File: src/rtl/pipeline_hazard_controller_pkg.sv
// Shared codes for the pipeline hazard controller: forward-select encoding,
// FSM state encoding and the register number of the PC.
package pipeline_hazard_controller_pkg;

  // Forward select: where the EX stage takes an operand from.
  localparam logic [1:0] FWD_RF  = 2'b00;  // register file (no forwarding)
  localparam logic [1:0] FWD_EX  = 2'b01;  // EX-stage result
  localparam logic [1:0] FWD_MEM = 2'b10;  // MEM-stage result
  localparam logic [1:0] FWD_WB  = 2'b11;  // WB-stage result

  // R15 is the PC; it is read through its own path and never forwarded.
  localparam logic [3:0] REG_PC = 4'hF;

  typedef enum logic [1:0] {
    ST_RUN      = 2'd0,
    ST_MEM_WAIT = 2'd1,
    ST_ERROR    = 2'd2
  } state_t;

endpackage

File: src/rtl/pipeline_hazard_controller_if.sv
// Pipeline-side signal bundle for the hazard controller. The controller uses
// the slave modport (pipeline status in, enables/selects out); the pipeline
// or a bench uses the master modport. There is no handshake in this bundle:
// every input is sampled as a level each cycle and every output is a
// combinational level valid for the current cycle.
interface pipeline_hazard_controller_if #(
  parameter int STALL_CNT_W = 16
);
  import pipeline_hazard_controller_pkg::*;

  // ID-stage sources
  logic [3:0] ID_Rn;
  logic [3:0] ID_Rm;
  logic [3:0] ID_Rd;
  logic       ID_use_Rn;
  logic       ID_use_Rm;
  logic       ID_use_Rd;
  logic       ID_B_taken;

  // Destinations of later stages
  logic [3:0] EX_Rd;
  logic [3:0] MEM_Rd;
  logic [3:0] WB_Rd;
  logic       EX_RF_enable;
  logic       MEM_RF_enable;
  logic       WB_RF_enable;
  logic       EX_Load_Inst;

  // Data-memory status
  logic       MEM_enable;
  logic       dmem_ready;

  // Controls back to the pipeline
  logic       PC_LE;
  logic       IFID_LE;
  logic       IDEX_LE;
  logic       EXMEM_LE;
  logic       MEMWB_LE;
  logic       select_mux;
  logic       IFID_flush;
  logic [1:0] FWD_A;
  logic [1:0] FWD_B;
  logic [1:0] FWD_C;
  logic       mem_error;
  logic [STALL_CNT_W-1:0] stall_count;

  // Debug view of the controller FSM
  state_t     state;

  modport slave (
    input  ID_Rn, ID_Rm, ID_Rd, ID_use_Rn, ID_use_Rm, ID_use_Rd, ID_B_taken,
    input  EX_Rd, MEM_Rd, WB_Rd, EX_RF_enable, MEM_RF_enable, WB_RF_enable,
    input  EX_Load_Inst, MEM_enable, dmem_ready,
    output PC_LE, IFID_LE, IDEX_LE, EXMEM_LE, MEMWB_LE, select_mux, IFID_flush,
    output FWD_A, FWD_B, FWD_C, mem_error, stall_count, state
  );

  modport master (
    output ID_Rn, ID_Rm, ID_Rd, ID_use_Rn, ID_use_Rm, ID_use_Rd, ID_B_taken,
    output EX_Rd, MEM_Rd, WB_Rd, EX_RF_enable, MEM_RF_enable, WB_RF_enable,
    output EX_Load_Inst, MEM_enable, dmem_ready,
    input  PC_LE, IFID_LE, IDEX_LE, EXMEM_LE, MEMWB_LE, select_mux, IFID_flush,
    input  FWD_A, FWD_B, FWD_C, mem_error, stall_count, state
  );

endinterface

File: src/rtl/pipeline_hazard_controller_fwd_select.sv
// Forward-select for one EX operand: youngest matching writer wins
// (EX, then MEM, then WB). A load still in EX has no data yet, so its match
// yields the register file; the load-use stall covers that case.
module pipeline_hazard_controller_fwd_select
  import pipeline_hazard_controller_pkg::*;
(
  input  logic [3:0] src,
  input  logic       use_src,
  input  logic [3:0] ex_rd,
  input  logic       ex_rf_en,
  input  logic       ex_load,
  input  logic [3:0] mem_rd,
  input  logic       mem_rf_en,
  input  logic [3:0] wb_rd,
  input  logic       wb_rf_en,
  output logic [1:0] fwd
);

  // Priority match from youngest to oldest producer.
  always_comb begin
    fwd = FWD_RF;
    if (use_src && (src != REG_PC)) begin
      if (ex_rf_en && (ex_rd == src)) begin
        fwd = ex_load ? FWD_RF : FWD_EX;
      end else if (mem_rf_en && (mem_rd == src)) begin
        fwd = FWD_MEM;
      end else if (wb_rf_en && (wb_rd == src)) begin
        fwd = FWD_WB;
      end
    end
  end

endmodule

File: src/rtl/pipeline_hazard_controller.sv
// Hazard and sequencing controller for the 5-stage pipeline: load enables,
// NOP-insert select, IF/ID flush, EX forwarding selects, data-memory wait
// freeze with timeout, and a saturating stall-cycle counter.
module pipeline_hazard_controller
  import pipeline_hazard_controller_pkg::*;
#(
  parameter int WAIT_TIMEOUT = 15,
  parameter int STALL_CNT_W  = 16
) (
  input  logic CLK,
  input  logic CLR,
  pipeline_hazard_controller_if.slave hz
);

  localparam logic [7:0] TIMEOUT_CNT = 8'(WAIT_TIMEOUT);

  state_t                 state;
  logic [7:0]             wait_cnt;
  logic                   mem_error_q;
  logic [STALL_CNT_W-1:0] stall_cnt;

  logic       mem_wait;
  logic       load_use;
  logic       pc_le;
  logic       ifid_le;
  logic       late_le;
  logic       sel_nop;
  logic       flush;
  logic [1:0] fwd_a;
  logic [1:0] fwd_b;
  logic [1:0] fwd_c;

  assign mem_wait = hz.MEM_enable & ~hz.dmem_ready;

  // A load in EX whose destination an ID source needs: one bubble is required.
  always_comb begin
    load_use = 1'b0;
    if (hz.EX_Load_Inst && hz.EX_RF_enable) begin
      if (hz.ID_use_Rn && (hz.ID_Rn != REG_PC) && (hz.EX_Rd == hz.ID_Rn)) load_use = 1'b1;
      if (hz.ID_use_Rm && (hz.ID_Rm != REG_PC) && (hz.EX_Rd == hz.ID_Rm)) load_use = 1'b1;
      if (hz.ID_use_Rd && (hz.ID_Rd != REG_PC) && (hz.EX_Rd == hz.ID_Rd)) load_use = 1'b1;
    end
  end

  // Control outputs from state and inputs; priority mem_wait > load_use > branch.
  always_comb begin
    pc_le   = 1'b1;
    ifid_le = 1'b1;
    late_le = 1'b1;
    sel_nop = 1'b0;
    flush   = 1'b0;
    if (CLR) begin
      if (state == ST_ERROR) begin
        pc_le   = 1'b0;
        ifid_le = 1'b0;
        late_le = 1'b0;
        sel_nop = 1'b1;
      end else if (mem_wait) begin
        pc_le   = 1'b0;
        ifid_le = 1'b0;
        late_le = 1'b0;
      end else if (load_use) begin
        pc_le   = 1'b0;
        ifid_le = 1'b0;
        sel_nop = 1'b1;
      end else if (hz.ID_B_taken) begin
        flush   = 1'b1;
      end
    end
  end

  pipeline_hazard_controller_fwd_select u_fwd_a (
    .src(hz.ID_Rn), .use_src(hz.ID_use_Rn),
    .ex_rd(hz.EX_Rd), .ex_rf_en(hz.EX_RF_enable), .ex_load(hz.EX_Load_Inst),
    .mem_rd(hz.MEM_Rd), .mem_rf_en(hz.MEM_RF_enable),
    .wb_rd(hz.WB_Rd), .wb_rf_en(hz.WB_RF_enable),
    .fwd(fwd_a)
  );

  pipeline_hazard_controller_fwd_select u_fwd_b (
    .src(hz.ID_Rm), .use_src(hz.ID_use_Rm),
    .ex_rd(hz.EX_Rd), .ex_rf_en(hz.EX_RF_enable), .ex_load(hz.EX_Load_Inst),
    .mem_rd(hz.MEM_Rd), .mem_rf_en(hz.MEM_RF_enable),
    .wb_rd(hz.WB_Rd), .wb_rf_en(hz.WB_RF_enable),
    .fwd(fwd_b)
  );

  pipeline_hazard_controller_fwd_select u_fwd_c (
    .src(hz.ID_Rd), .use_src(hz.ID_use_Rd),
    .ex_rd(hz.EX_Rd), .ex_rf_en(hz.EX_RF_enable), .ex_load(hz.EX_Load_Inst),
    .mem_rd(hz.MEM_Rd), .mem_rf_en(hz.MEM_RF_enable),
    .wb_rd(hz.WB_Rd), .wb_rf_en(hz.WB_RF_enable),
    .fwd(fwd_c)
  );

  assign hz.PC_LE       = pc_le;
  assign hz.IFID_LE     = ifid_le;
  assign hz.IDEX_LE     = late_le;
  assign hz.EXMEM_LE    = late_le;
  assign hz.MEMWB_LE    = late_le;
  assign hz.select_mux  = sel_nop;
  assign hz.IFID_flush  = flush;
  assign hz.FWD_A       = CLR ? fwd_a : FWD_RF;
  assign hz.FWD_B       = CLR ? fwd_b : FWD_RF;
  assign hz.FWD_C       = CLR ? fwd_c : FWD_RF;
  assign hz.mem_error   = mem_error_q;
  assign hz.stall_count = stall_cnt;
  assign hz.state       = state;

  // FSM with memory-wait counter, sticky timeout flag and stall counter.
  always_ff @(posedge CLK or negedge CLR) begin
    if (!CLR) begin
      state       <= ST_RUN;
      wait_cnt    <= 8'd0;
      mem_error_q <= 1'b0;
      stall_cnt   <= '0;
    end else begin
      if (!pc_le && (stall_cnt != '1)) begin
        stall_cnt <= stall_cnt + 1'b1;
      end
      case (state)
        ST_RUN: begin
          if (mem_wait) begin
            wait_cnt <= 8'd1;
            if (TIMEOUT_CNT <= 8'd1) begin
              state       <= ST_ERROR;
              mem_error_q <= 1'b1;
            end else begin
              state <= ST_MEM_WAIT;
            end
          end
        end
        ST_MEM_WAIT: begin
          if (mem_wait) begin
            wait_cnt <= wait_cnt + 8'd1;
            if (wait_cnt >= TIMEOUT_CNT - 8'd1) begin
              state       <= ST_ERROR;
              mem_error_q <= 1'b1;
            end
          end else begin
            state    <= ST_RUN;
            wait_cnt <= 8'd0;
          end
        end
        ST_ERROR: begin
          state <= ST_ERROR;
        end
        default: begin
          state    <= ST_RUN;
          wait_cnt <= 8'd0;
        end
      endcase
    end
  end

endmodule
File: src/flat_wrapper.sv
// flat-port wrapper written by rule: the top's interface ports become plain ports
module pipeline_hazard_controller_flat import pipeline_hazard_controller_pkg::*;
#(
  parameter int WAIT_TIMEOUT = 15,
  parameter int STALL_CNT_W  = 16
)
  (CLK, CLR, hz_ID_Rn, hz_ID_Rm, hz_ID_Rd, hz_ID_use_Rn, hz_ID_use_Rm, hz_ID_use_Rd, hz_ID_B_taken, hz_EX_Rd, hz_MEM_Rd, hz_WB_Rd, hz_EX_RF_enable, hz_MEM_RF_enable, hz_WB_RF_enable, hz_EX_Load_Inst, hz_MEM_enable, hz_dmem_ready, hz_PC_LE, hz_IFID_LE, hz_IDEX_LE, hz_EXMEM_LE, hz_MEMWB_LE, hz_select_mux, hz_IFID_flush, hz_FWD_A, hz_FWD_B, hz_FWD_C, hz_mem_error, hz_stall_count, hz_state);
  pipeline_hazard_controller_if #(.STALL_CNT_W(STALL_CNT_W)) hz_i ();
  input  logic CLK;
  input  logic CLR;
  input wire logic [$bits(hz_i.ID_Rn)-1:0] hz_ID_Rn;
  input wire logic [$bits(hz_i.ID_Rm)-1:0] hz_ID_Rm;
  input wire logic [$bits(hz_i.ID_Rd)-1:0] hz_ID_Rd;
  input wire logic [$bits(hz_i.ID_use_Rn)-1:0] hz_ID_use_Rn;
  input wire logic [$bits(hz_i.ID_use_Rm)-1:0] hz_ID_use_Rm;
  input wire logic [$bits(hz_i.ID_use_Rd)-1:0] hz_ID_use_Rd;
  input wire logic [$bits(hz_i.ID_B_taken)-1:0] hz_ID_B_taken;
  input wire logic [$bits(hz_i.EX_Rd)-1:0] hz_EX_Rd;
  input wire logic [$bits(hz_i.MEM_Rd)-1:0] hz_MEM_Rd;
  input wire logic [$bits(hz_i.WB_Rd)-1:0] hz_WB_Rd;
  input wire logic [$bits(hz_i.EX_RF_enable)-1:0] hz_EX_RF_enable;
  input wire logic [$bits(hz_i.MEM_RF_enable)-1:0] hz_MEM_RF_enable;
  input wire logic [$bits(hz_i.WB_RF_enable)-1:0] hz_WB_RF_enable;
  input wire logic [$bits(hz_i.EX_Load_Inst)-1:0] hz_EX_Load_Inst;
  input wire logic [$bits(hz_i.MEM_enable)-1:0] hz_MEM_enable;
  input wire logic [$bits(hz_i.dmem_ready)-1:0] hz_dmem_ready;
  output wire logic [$bits(hz_i.PC_LE)-1:0] hz_PC_LE;
  output wire logic [$bits(hz_i.IFID_LE)-1:0] hz_IFID_LE;
  output wire logic [$bits(hz_i.IDEX_LE)-1:0] hz_IDEX_LE;
  output wire logic [$bits(hz_i.EXMEM_LE)-1:0] hz_EXMEM_LE;
  output wire logic [$bits(hz_i.MEMWB_LE)-1:0] hz_MEMWB_LE;
  output wire logic [$bits(hz_i.select_mux)-1:0] hz_select_mux;
  output wire logic [$bits(hz_i.IFID_flush)-1:0] hz_IFID_flush;
  output wire logic [$bits(hz_i.FWD_A)-1:0] hz_FWD_A;
  output wire logic [$bits(hz_i.FWD_B)-1:0] hz_FWD_B;
  output wire logic [$bits(hz_i.FWD_C)-1:0] hz_FWD_C;
  output wire logic [$bits(hz_i.mem_error)-1:0] hz_mem_error;
  output wire logic [$bits(hz_i.stall_count)-1:0] hz_stall_count;
  output wire logic [$bits(hz_i.state)-1:0] hz_state;
  assign hz_i.ID_Rn = hz_ID_Rn;
  assign hz_i.ID_Rm = hz_ID_Rm;
  assign hz_i.ID_Rd = hz_ID_Rd;
  assign hz_i.ID_use_Rn = hz_ID_use_Rn;
  assign hz_i.ID_use_Rm = hz_ID_use_Rm;
  assign hz_i.ID_use_Rd = hz_ID_use_Rd;
  assign hz_i.ID_B_taken = hz_ID_B_taken;
  assign hz_i.EX_Rd = hz_EX_Rd;
  assign hz_i.MEM_Rd = hz_MEM_Rd;
  assign hz_i.WB_Rd = hz_WB_Rd;
  assign hz_i.EX_RF_enable = hz_EX_RF_enable;
  assign hz_i.MEM_RF_enable = hz_MEM_RF_enable;
  assign hz_i.WB_RF_enable = hz_WB_RF_enable;
  assign hz_i.EX_Load_Inst = hz_EX_Load_Inst;
  assign hz_i.MEM_enable = hz_MEM_enable;
  assign hz_i.dmem_ready = hz_dmem_ready;
  assign hz_PC_LE = hz_i.PC_LE;
  assign hz_IFID_LE = hz_i.IFID_LE;
  assign hz_IDEX_LE = hz_i.IDEX_LE;
  assign hz_EXMEM_LE = hz_i.EXMEM_LE;
  assign hz_MEMWB_LE = hz_i.MEMWB_LE;
  assign hz_select_mux = hz_i.select_mux;
  assign hz_IFID_flush = hz_i.IFID_flush;
  assign hz_FWD_A = hz_i.FWD_A;
  assign hz_FWD_B = hz_i.FWD_B;
  assign hz_FWD_C = hz_i.FWD_C;
  assign hz_mem_error = hz_i.mem_error;
  assign hz_stall_count = hz_i.stall_count;
  assign hz_state = hz_i.state;
  pipeline_hazard_controller #(.WAIT_TIMEOUT(WAIT_TIMEOUT), .STALL_CNT_W(STALL_CNT_W)) u_core (.CLK(CLK), .CLR(CLR), .hz(hz_i));
endmodule
File: config.mk
export PLATFORM = sky130hd
export DESIGN_NAME = pipeline_hazard_controller_flat
export DESIGN_NICKNAME = d
export VERILOG_FILES = /design/src/rtl/pipeline_hazard_controller_pkg.sv /design/src/rtl/pipeline_hazard_controller_if.sv /design/src/rtl/pipeline_hazard_controller_fwd_select.sv /design/src/rtl/pipeline_hazard_controller.sv /design/src/flat_wrapper.sv
export SDC_FILE = /design/constraint.sdc
export NUM_CORES = 1
export LEC_CHECK = 0
export ABC_CLOCK_PERIOD_IN_PS = 4100
export CAP_MARGIN = 20
export CORE_MARGIN = 4
export CORE_UTILIZATION = 50
export CTS_CLUSTER_SIZE = 40
export DETAILED_ROUTE_END_ITERATION = 10
export DONT_BUFFER_PORTS = 1
export PLACE_DENSITY_LB_ADDON = 0.2
export SLEW_MARGIN = 10
export SYNTH_ARGS = -nofsm -noshare
export SYNTH_HDL_FRONTEND = slang
export SYNTH_SLANG_ARGS = --single-unit
File: constraint.sdc
create_clock -name CLK -period 4.1 [get_ports CLK]
set_input_delay 0.615 -clock CLK [delete_from_list [all_inputs] [get_ports CLK]]
set_output_delay 0.615 -clock CLK [all_outputs]
set_load 0.005 [all_outputs]
==> flow_metrics.env, run 1 <==
export IMPL_portBuffers=0
export IMPL_finClkSkew_ns=0.00303
export IMPL_cp_data_arrival_time_ns=2.62
export IMPL_dieArea_mm2=0.00492
export IMPL_clk_latency_ns=0.27
export IMPL_num_rows=22
export IMPL_routedWlPerCell_um=17.3
export IMPL_timing_slew_headroom_pct=31.4
export IMPL_worstSetupEndpointType="register"
export IMPL_finalMaxSlewViolations=0
export IMPL_finalSetupViolations=0
export IMPL_synth_edf_count=0
export IMPL_reg2reg_slack_ns=1.80
export IMPL_hold_viol=0
export IMPL_cts_buffer_depth=2
export IMPL_antenna_left=0
export IMPL_grt_pass1_wl_um=7450
export IMPL_mostFrequentLayoutCells="xor2_1, dfrtp_1, nand2_1, xnor2_1, nand3_1"
export IMPL_cap_violations=0
export IMPL_grt_setup_unrepaired="no"
export IMPL_nets=252
export IMPL_synth_nets=253
export IMPL_fmax_mhz=406
export IMPL_dp_hpwl_um=3620
export IMPL_placed_cells=256
export IMPL_synth_area_leaders="dfrtp_1, xor2_1, xnor2_1"
export IMPL_final_cells=260
export IMPL_grt_overflow=0
export IMPL_cts_resized=0
export IMPL_avgSynthCellArea_um2=9.02
export IMPL_dr_total_vias=1544
export IMPL_rr_worst_depth=5
export IMPL_fin_tns_setup_ns=0
export IMPL_stdcell_area_mm2=0.00200
export IMPL_grt_max_degree=40
export IMPL_drive_above_1_share_pct=5.66
export IMPL_core_mm2=0.00369
export IMPL_holdBufCountCts=0
export IMPL_synth_top_cell_by_area="dfrtp_1"
export IMPL_antenna_cells=0
export IMPL_grt_pass1_vias=1525
export IMPL_async_reset_ff_share_pct=100
export IMPL_leakagePower_nw=0.817
export IMPL_power_density_mw_per_mm2=304
export IMPL_cts_inserted_buffers=3
export IMPL_cp_start_kind="primary input"
export IMPL_fin_crit_sh_pct=60.1
export IMPL_track_usage_pct=18.4
export IMPL_routed_via_density=5.94
export IMPL_worst_pin_slew_ns=1.03
export IMPL_netlist_area_leader_share_pct=35.0
export IMPL_ys_seq_area_share_pct=35.0
export IMPL_htreeDepth=1
export IMPL_status="finished, final reports clean"
export IMPL_cts_num_sinks=27
export IMPL_netlist_instances=214
export IMPL_worstPathRequired_ns=4.26
export IMPL_postPlaceCellArea_mm2=0.00195
export IMPL_fillers=385
export IMPL_synth_cell_types=33
export IMPL_remaining_drc_errors=0
export IMPL_wirelength_um=4490
export IMPL_cts_root_buffer="clkbuf_8"
export IMPL_cts_tree="done"
export IMPL_die_y_um=70.1
export IMPL_antenna_found_initial=0
export IMPL_synth_seq_cells=27
export IMPL_cts_clk_slew_worst_paths_ns=0.09
export IMPL_regToRegStartpoint="u_core.hz.state[0]"
export IMPL_yosysWarningCount=0
export IMPL_crit_type="in -> reg"
export IMPL_ios=68
export IMPL_initial_core_util_pct=52.3
export IMPL_crit_reg2reg_capture="u_core.hz.stall_count[1]"
export IMPL_dr_pass1_iters=4
export IMPL_cts_setup_buffers=0
export IMPL_synthFlopType="dfrtp_1"
export IMPL_syn_cell_area_mm2=0.00193
export IMPL_min_path_type="in -> async"
export IMPL_place_congestion=0.899
export IMPL_final_common_cell="xor2_1"
export IMPL_syn_to_final_growth_pct=3.57
export IMPL_drt_iter0_markers=65
export IMPL_path_max_fanout=14
export IMPL_ir_drop_v=0.000280
export IMPL_dieWidth_um=70.1
export IMPL_final_min_clock_period_ns=2.46
-- per-stage QoR --
step           hold WS [ns]  power [mW]  utilization (%)  worst slack (ns)
4_1_cts              0.0226       0.618             54.2              1.62
3_3_place_gp          0.320       0.460             52.9              1.42
5_1_grt             0.00432       0.654             54.2              1.50
6_report             0.0318       0.608             54.2              1.64
2_1_floorplan         0.319       0.440                -              1.77
3_5_place_dp          0.320       0.468             52.9              1.37
-- worst max-delay path: stages --
cell     delay (ns)
xor2_1         0.15
nor4_1         0.42
a22oi_1        0.19
a21oi_1        0.82
mux2_2         0.42
-- logic make-up (layout without fill, tap and decap cells) --
logic type,count (synthesis),after routing,share of synthesized area [%]
DFF,27,27,35.0
and+or+nand+nor,97,97,27.9
AOI/OAI and AO/OA,23,23,7.13
xor gates and xnor gates,54,54,24.5
buffers and inverters,8,6,2.33
muxes,2,2,1.17
adders and majority gates,3,3,1.95
-- routing by layer --
metal / wire length [um] / part of all wire (%) / vias to the layer above / GRT usage (%)
li1: - / - / 759 / -
met1: 1870 / 42 / 719 / 22.9
met2: 2090 / 46 / 60 / 29.5
met3: 475 / 11 / 6 / 7.77
met4: 59 / 1.3 / 0 / 4.68
met5: 0 / 0 / - / 0
-- synth_stat cells, types with 3 or more instances --
| cell type | count |
|---|---|
| a31oi_1 | 3 |
| and3_1 | 5 |
| and3_2 | 3 |
| and4_1 | 5 |
| buf_4 | 4 |
| dfrtp_1 | 27 |
| ha_1 | 3 |
| nand2_1 | 20 |
| nand2b_1 | 3 |
| nand3_1 | 19 |
| nand4_1 | 13 |
| nor2_1 | 13 |
| nor3_1 | 3 |
| nor4_1 | 6 |
| o21ai_0 | 12 |
| xnor2_1 | 20 |
| xor2_1 | 34 |
-- report_power, final --
| part | total (mW) | switching (mW) | internal, mW |
|---|---|---|---|
| clock | 0.147 | 0.0792 | 0.0680 |
| sequential | 0.351 | 0.0524 | 0.299 |
| combinational | 0.110 | 0.0527 | 0.0574 |
-- state kept, by name (all words and copies together), names as in the netlist --
name	count
u_core.hz.state	2
u_core.hz.stall_count	16
u_core.hz.mem_error	1
u_core.wait_cnt	8
-- worst max-delay path by stage --
stage                          from                       end  slack (ns)  cells after the start
CTS                     hz_EX_Rd[1]             hz_select_mux        1.62                      6
global route            hz_EX_Rd[1]  u_core.hz.stall_count[6]        1.50                      6
floorplan           hz_EX_Load_Inst                  hz_PC_LE        1.77                      6
finish                  hz_EX_Rd[1]  u_core.hz.stall_count[1]        1.64                      5
global placement        hz_EX_Rd[1]  u_core.hz.stall_count[1]        1.42                      5
detailed placement      hz_EX_Rd[1]  u_core.hz.stall_count[1]        1.37                      5
-- final cells by class --
| type | instances | area (um2) | area share (%) |
|---|---|---|---|
| multi-input cells | 179 | 1210 | 60.5 |
| flip-flops and latches | 27 | 676 | 33.8 |
| well taps | 48 | 60.1 | 3.01 |
| clock buffers | 3 | 41.3 | 2.07 |
| inverters | 2 | 7.51 | 0.376 |
| clock inverters | 1 | 5.00 | 0.250 |
(Power assumes the default switching activity.)
==> inputs of run 2 (changes only) <==
--- a/config.mk
+++ b/config.mk
@@ -5,7 +5,7 @@
 export SDC_FILE = /design/constraint.sdc
 export NUM_CORES = 1
 export LEC_CHECK = 0
-export ABC_CLOCK_PERIOD_IN_PS = 4100
+export ABC_CLOCK_PERIOD_IN_PS = 2300
 export CAP_MARGIN = 20
 export CORE_MARGIN = 4
 export CORE_UTILIZATION = 50
==> constraint.sdc (replaced) <==
create_clock -name CLK -period 2.3 [get_ports CLK]
set_input_delay 0.345 -clock CLK [delete_from_list [all_inputs] [get_ports CLK]]
set_output_delay 0.345 -clock CLK [all_outputs]
set_load 0.005 [all_outputs]
==> run 2 against run 1 <==
Utilization increased by 1.8 points. Cell count up 2.7%. Critical path depth grew 1. Design area increased by 3.4%. Critical path type is now reg -> reg. Largest cell class unchanged.
==> flow_metrics.env, run 2 (synthesis gave the netlist of run 1 again) <==
export IMPL_worstPathCellList="and4_1 -> nand3_1 -> o41ai_1 -> a21oi_1 -> buf_4 -> mux2_2"
export IMPL_syn_to_final_growth_pct=7.07
export IMPL_dr_total_vias=1589
export IMPL_cts_clk_slew_worst_paths_ns=0.09
export IMPL_nets=259
export IMPL_grt_pass1_wl_um=7760
export IMPL_dieArea_mm2=0.00492
export IMPL_ir_drop_v=0.000385
export IMPL_dp_hpwl_um=3740
export IMPL_status="finished, final reports clean"
export IMPL_place_congestion=0.926
export IMPL_wirelength_um=4690
export IMPL_routed_via_density=5.95
export IMPL_hold_viol=0
export IMPL_crit_type="reg -> reg"
export IMPL_post_route_util_pct=56.0
export IMPL_drt_iter0_markers=119
export IMPL_worst_pin_slew_ns=0.476
export IMPL_cp_start_kind="register"
export IMPL_whs_ns=0.363
export IMPL_cts_resized=0
export IMPL_finalMaxSlewViolations=0
export IMPL_final_min_clock_period_ns=2.01
export IMPL_ios=68
export IMPL_clk_latency_ns=0.27
export IMPL_mostFrequentLayoutCells="xor2_1, dfrtp_1, nand2_1, xnor2_1, nand3_1"
export IMPL_cts_root_buffer="clkbuf_8"
export IMPL_cts_setup_buffers=0
export IMPL_finClkSkew_ns=0.00282
export IMPL_grt_setup_unrepaired="no"
export IMPL_pre_cts_slack_ns=-0.143
export IMPL_cts_tree="done"
export IMPL_timing_slew_headroom_pct=67.9
export IMPL_cts_inserted_buffers=3
export IMPL_fin_crit_sh_pct=87.5
export IMPL_routedWlPerCell_um=17.6
export IMPL_largest_register_ffs=16
export IMPL_final_cells=267
export IMPL_placed_cells=260
export IMPL_cts_buffer_depth=2
export IMPL_remaining_drc_errors=0
export IMPL_grt_max_degree=28
export IMPL_dieWidth_um=70.1
export IMPL_antenna_found_initial=0
export IMPL_holdBufCountCts=2
export IMPL_cp_data_arrival_time_ns=2.18
export IMPL_leakagePower_nw=0.856
export IMPL_htreeDepth=1
export IMPL_worstPathRequired_ns=2.47
export IMPL_die_y_um=70.1
export IMPL_fillers=335
export IMPL_antenna_left=0
export IMPL_dr_pass1_iters=4
export IMPL_path_max_fanout=11
export IMPL_initial_core_util_pct=52.3
export IMPL_grt_overflow=0
export IMPL_portBuffers=0
export IMPL_finalSetupViolations=0
export IMPL_num_rows=22
export IMPL_core_mm2=0.00369
export IMPL_cts_num_sinks=27
export IMPL_final_common_cell="xor2_1"
export IMPL_min_path_type="in -> reg"
export IMPL_grt_pass1_vias=1630
export IMPL_track_usage_pct=19.2
export IMPL_fmax_mhz=497
export IMPL_cpPeakStageDelay_ns=0.46
export IMPL_power_density_mw_per_mm2=542
export IMPL_crit_slowest_cell="o41ai_1"
export IMPL_drive_above_1_share_pct=8.22
export IMPL_antenna_cells=0
export IMPL_setup_ws_ns=0.287
export IMPL_worstSetupEndpointType="register"
export IMPL_cap_violations=0
[run 2: changes by cell type in the layout (fill, tap and decap cells not counted)]
cell | before | now
dlygate4sd3_1 | 0 | 1
buf_12 | 0 | 1
buf_4 | 0 | 5
[run 2: cell type report]
type | instances | area (um2) | area share (%)
Multi-Input combinational cell | 179 | 1210 | 58.5
Sequential cell | 27 | 676 | 32.7
Timing Repair Buffer | 7 | 67.6 | 3.27
Tap cell | 48 | 60.1 | 2.91
Clock buffer | 3 | 41.3 | 2.00
Inverter | 2 | 7.51 | 0.363
Clock inverter | 1 | 5.00 | 0.242
[run 2: power breakdown]
| part | switching, mW | internal (mW) |
|---|---|---|
| clock | 0.145 | 0.121 |
| combinational | 0.120 | 0.123 |
| sequential | 0.0783 | 0.533 |
| total | 0.343 | 0.777 |
[run 2: per-layer routing]
metal / share of wire, % / global-route usage (%) / wire length, um
met4: 1.5 / 7.02 / 70
met5: 0 / 0 / 0
met3: 11 / 7.19 / 499
met1: 40 / 22.9 / 1870
met2: 48 / 31.4 / 2250
[run 2: metrics by stage]
step / power, mW / TNS [ns] / instance area, um2
detailed placement: 0.853 / -1.22 / 1980
global route: 1.20 / 0 / 2070
CTS: 1.13 / 0 / 2060
finish: 1.12 / 0 / 2070
floorplan: 0.784 / 0 / 1930
global placement: 0.836 / -0.496 / 1980
[run 2: worst max-delay path, delay by kind of cell (launching register included)]
kind / cells / cell delay (ns)
muxes: 1 / 0.27
DFF: 1 / 0.44
and+or+nand+nor: 2 / 0.37
buffers and inverters: 1 / 0.21
AOI/OAI and AO/OA: 2 / 0.61
[run 2: worst paths after layout]
path,startpoint,endpoint,slack [ns],depth (start not counted)
max,u_core.hz.stall_count[8],u_core.hz.stall_count[1],0.29,6
min reg2reg,u_core.wait_cnt[3],u_core.wait_cnt[3],0.48,1
min,CLR,u_core.hz.stall_count[5],0.36,3
max reg2reg,u_core.hz.stall_count[8],u_core.hz.stall_count[1],0.29,6
min in group asynchronous,CLR,u_core.wait_cnt[3],0.51,2
max in group asynchronous,CLR,u_core.hz.state[0],1.64,2
